`config.mk`:
```
export PLATFORM = sky130hd
export DESIGN_NAME = result_serializer
export DESIGN_NICKNAME = d
export VERILOG_FILES = /design/src/rtl/result_serializer.sv
export SDC_FILE = /design/constraint.sdc
export NUM_CORES = 1
export LEC_CHECK = 0
export ABC_AREA = 1
export CAP_MARGIN = 20
export CORE_UTILIZATION = 30
export CTS_CLUSTER_DIAMETER = 50
export DETAILED_ROUTE_END_ITERATION = 8
export PLACE_DENSITY = 0.54
export SYNTH_ARGS = -nofsm -noshare
export SYNTH_HDL_FRONTEND = slang
export SYNTH_SLANG_ARGS = --single-unit
```
`constraint.sdc`:
```
create_clock -name clk -period 2.2 [get_ports clk]
set_input_delay 0.22 -clock clk [delete_from_list [all_inputs] [get_ports clk]]
set_output_delay 0.22 -clock clk [all_outputs]
set_load 0.05 [all_outputs]
```
`src/rtl/result_serializer.sv`:
```
// Parallel-to-serial converter for the 16-bit result register, feeding the serial display/host link.
// Latency: first bit on sout the cycle after capture; done pulses WIDTH*BIT_CYCLES+1 cycles after capture.
// Backpressure: in_ready only in IDLE; in_valid while busy is ignored (nothing queued, no error).
module result_serializer #(
  parameter int WIDTH      = 16,
  parameter int MSB_FIRST  = 1,
  parameter int BIT_CYCLES = 1
) (
  input  logic             clk,
  input  logic             rst,
  input  logic [WIDTH-1:0] in,
  input  logic             in_valid,
  output logic             in_ready,
  output logic             sout,
  output logic             sout_valid,
  output logic             busy,
  output logic             done
);

  // Counter widths: bit counter indexes 0..WIDTH-1, hold counter 0..BIT_CYCLES-1
  localparam int BW = (WIDTH > 1) ? $clog2(WIDTH) : 1;
  localparam int HW = $clog2(BIT_CYCLES + 1);

  localparam logic [BW-1:0] BIT_LAST  = BW'(WIDTH - 1);
  localparam logic [HW-1:0] HOLD_LAST = HW'(BIT_CYCLES - 1);

  typedef enum logic [1:0] {
    IDLE  = 2'd0,
    SHIFT = 2'd1,
    DONE  = 2'd2
  } state_t;

  state_t           state;
  state_t           state_nxt;

  // Captured frame; the bit on sout always sits at the outgoing end of this register
  logic [WIDTH-1:0] shreg;
  logic [BW-1:0]    bit_cnt;
  logic [HW-1:0]    hold_cnt;

  logic             capture;
  logic             bit_end;
  logic             frame_end;
  logic             first_bit;
  logic             next_bit;
  logic [WIDTH-1:0] shreg_shifted;

  // A word is taken only on an IDLE edge; the reset branch covers the rst-low case
  assign capture   = (state == IDLE) && in_valid;
  assign bit_end   = (state == SHIFT) && (hold_cnt == HOLD_LAST);
  assign frame_end = bit_end && (bit_cnt == BIT_LAST);

  // Bit order selection: the outgoing end is the MSB or LSB, zeros fill the vacated end
  assign first_bit     = (MSB_FIRST != 0) ? in[WIDTH-1]    : in[0];
  assign next_bit      = (MSB_FIRST != 0) ? shreg[WIDTH-2] : shreg[1];
  assign shreg_shifted = (MSB_FIRST != 0) ? {shreg[WIDTH-2:0], 1'b0}
                                          : {1'b0, shreg[WIDTH-1:1]};

  // State register
  always_ff @(posedge clk or negedge rst) begin
    if (!rst) begin
      state <= IDLE;
    end else begin
      state <= state_nxt;
    end
  end

  // Next-state logic: DONE is always a single cycle
  always_comb begin
    state_nxt = state;
    case (state)
      IDLE:    if (in_valid)  state_nxt = SHIFT;
      SHIFT:   if (frame_end) state_nxt = DONE;
      DONE:    state_nxt = IDLE;
      default: state_nxt = IDLE;
    endcase
  end

  // State-decoded outputs; in_ready also drops combinationally while rst is low
  always_comb begin
    in_ready = (state == IDLE) && rst;
    busy     = (state == SHIFT) || (state == DONE);
    done     = (state == DONE);
  end

  // Datapath: capture, per-bit hold, shift, and the registered serial outputs
  always_ff @(posedge clk or negedge rst) begin
    if (!rst) begin
      shreg      <= '0;
      bit_cnt    <= '0;
      hold_cnt   <= '0;
      sout       <= 1'b0;
      sout_valid <= 1'b0;
    end else if (capture) begin
      shreg      <= in;
      bit_cnt    <= '0;
      hold_cnt   <= '0;
      sout       <= first_bit;
      sout_valid <= 1'b1;
    end else if (state == SHIFT) begin
      if (bit_end) begin
        hold_cnt <= '0;
        shreg    <= shreg_shifted;
        if (frame_end) begin
          // Last bit has been held its full time: blank the line for DONE
          bit_cnt    <= '0;
          sout       <= 1'b0;
          sout_valid <= 1'b0;
        end else begin
          bit_cnt <= bit_cnt + 1'b1;
          sout    <= next_bit;
        end
      end else begin
        hold_cnt <= hold_cnt + 1'b1;
      end
    end
  end

endmodule
```
==> run summary <==
Root buf cell: clkbuf_8
TritonRoute pass-1 iters: 4
Post-route cell area: 0.001521 mm^2
Multi-input logic area: 470.5 um^2
# rows: 22
Most frequent cells in the layout: dfrtp_1, inv_1, nand2_1, o21ai_1, clkdlybuf4s50_1
WP data required: 1.98 ns
Most common cell after layout, fill and taps aside: dfrtp_1
DRT Wirelength: 2.536 mm
RSZ-0062 raised after global routing: no
P&R area growth vs syn: 26.67%
Vias/cell: 4.617
Worst Hold Class: in2async
Filler cells: 405
RR Endpoint: shreg[9]$_DFFE_PN0P_
Layout cells sized above 1: 0.06627
Core Footprint: 0.003744 mm^2
Setup-failing EPs final: 0
Critical path capture point type: output port
Largest net degree at the start of global routing: 25
Skew-Pair Late Insertion Delay: 0.27 ns
Number of max-cap violations: 0
Via Count: 988
Final nets: 192
FF-to-FF setup slack: 0.56 ns
Initial antenna violation count: 0
Grt total ovfl: 0
Final core occ: 0.4064
Reg2reg start: state[0]$_DFFE_PN0P_
Vias in the first global route: 951
Die Y: 65.28 um
Mapped cell area: 0.001201 mm^2
Fin crit period: 2.028 ns
# IOs: 24
DIE WIDTH: 65.28 um
Syn_nets: 167
Setup repair bufs after CTS: 0
First-pass GRT wire length: 4.284 mm
Number of CTS-inserted buffers: 3
Synth warn: 0
Hold_buf cts: 0
Slew @ Worst Pin: 0.4915 ns
Worst reg-to-reg path cell count: 7
Cells after Synth: 143
Register area: 600.6 um^2
Fmax achieved: 493.1 MHz
Fin crit share: 0.9218
Final Skew: 0.004686 ns
Total die area: 0.004261 mm^2
Buffers on Ports: 23
H-tree levels: 1
Post-DRT Antenna Nets: 0
Clk slew on worst S/H paths: 0.08 ns
Power after layout: 1804 uW
Post-DP HPWL: 1.777 mm
Drt wl/cell: 11.85 um
Clock tree buffer depth: 2
Sequential element share of the synthesized area: 0.5000
Initial Util: 0.3209
Worst VDD drop: 0.5158 mV
Clock sinks: 24
Outcome: finished, final reports clean
Slew HR: 0.6713
CTS tree: yes
Diode count: 0
Register bit total from synthesis: 24
Final Hold Fails: 0
Worst-path fanout max: 3
Routability cong.: 0.7348
Setup_tns: 0 ns
Cts repair resizes: 0
DRC: 0
Max Slew Vio Count: 0
Worst setup endpoint: busy
Startpoint types: flip-flop
CP Launch Point: state[0]$_DFFE_PN0P_
CP arrival: 1.81 ns
Iteration-0 DRC Markers: 59
Avg Inst Size Synth: 8.400 um^2
Hold slack: 0.4021 ns
Leak Pwr: 0.0007289 uW
Placed cell areas: 0.001480 mm^2
Pwr Density: 1186 mW/mm^2
Yosys cell types: 19
Total track usage: 0.1361
Kind of critical path: reg2out
synthesized netlist by cell type:
| cell type | instances | area, um^2 |
|---|---|---|
| nand3_1 | 8 | 40.04 |
| buf_6 | 1 | 11.26 |
| nor2_1 | 4 | 15.01 |
| nand4_1 | 1 | 6.260 |
| nand2_4 | 2 | 22.52 |
| o21ai_0 | 18 | 90.09 |
| nor3_1 | 1 | 5.000 |
| o21ai_1 | 23 | 115.1 |
| ha_1 | 5 | 62.56 |
| inv_1 | 23 | 86.33 |
| buf_4 | 2 | 15.01 |
| nand2_2 | 1 | 6.260 |
| inv_2 | 2 | 7.510 |
| buf_2 | 2 | 10.01 |
| a21oi_1 | 1 | 5.000 |
| xor2_1 | 1 | 8.760 |
| nand2_1 | 23 | 86.33 |
| dfrtp_1 | 24 | 600.6 |
| o21bai_1 | 1 | 7.510 |
kinds of logic (layout without fill, tap and decap cells):
family,after synthesis,count (layout),share of synthesized area
flip-flops,24,24,0.5000
adder cells (fa/ha/maj),5,5,0.05208
buffers and inverters,30,53,0.1083
XOR/XNOR,1,1,0.007293
AND/OR/NAND/NOR,40,40,0.1510
AO/OA/AOI/OAI,43,43,0.1813
flip-flops by register name (all words and copies together) (netlist names):
name and flops:
sout_valid 1, bit_cnt 4, shreg 15, sout 1, hold_cnt 1, state 2
metal layers:
metal	part of all wire	GRT usage	vias to the layer above	wire length, um
li1	-	-	507	-
met1	0.43	0.1621	458	1102
met2	0.50	0.2216	18	1279
met3	0.039	0.03646	5	99
met4	0.022	0.07337	0	55
met5	0	0	-	0
per-stage QoR:
stage          setup WS (ns)  std cells
6_report              0.1720        214
5_1_grt               0.1245        214
4_1_cts               0.1623        214
3_5_place_dp          0.4677        211
3_3_place_gp          0.4975        211
2_1_floorplan         0.9340        143
power by group:
part | internal, uW | switching (uW)
Sequential | 626 | 74.7
Combinational | 304 | 535
Clock | 123 | 141
layout make-up:
type,count,share of cell area
Clock buffer,3,0.02714
Inverter,25,0.06168
Multi-Input combinational cell,89,0.3092
Timing Repair Buffer,25,0.1678
Sequential cell,24,0.3947
Tap cell,48,0.03947
worst min path at each step:
| stage | start | to | slack [ns] | depth (start not counted) |
|---|---|---|---|---|
| 2_1_floorplan | rst | bit_cnt[0]$_DFFE_PN0P_ | -0.08 | 0 |
| 3_5_place_dp | sout_valid$_DFFE_PN0P_ | sout_valid$_DFFE_PN0P_ | 0.47 | 2 |
| 4_1_cts | rst | sout$_DFFE_PN0P_ | 0.45 | 2 |
| 3_3_place_gp | shreg[14]$_DFFE_PN0P_ | shreg[14]$_DFFE_PN0P_ | 0.47 | 2 |
| 5_1_grt | rst | shreg[6]$_DFFE_PN0P_ | 0.45 | 2 |
| 6_report | rst | hold_cnt$_DFFE_PN0P_ | 0.40 | 2 |
critical path: stages (launching register included):
cell and delay [ns]:
dfrtp_1 0.38, inv_1 0.09, ha_1 0.28, clkdlybuf4s50_1 0.79
Power figures use the tool's default switching activity.
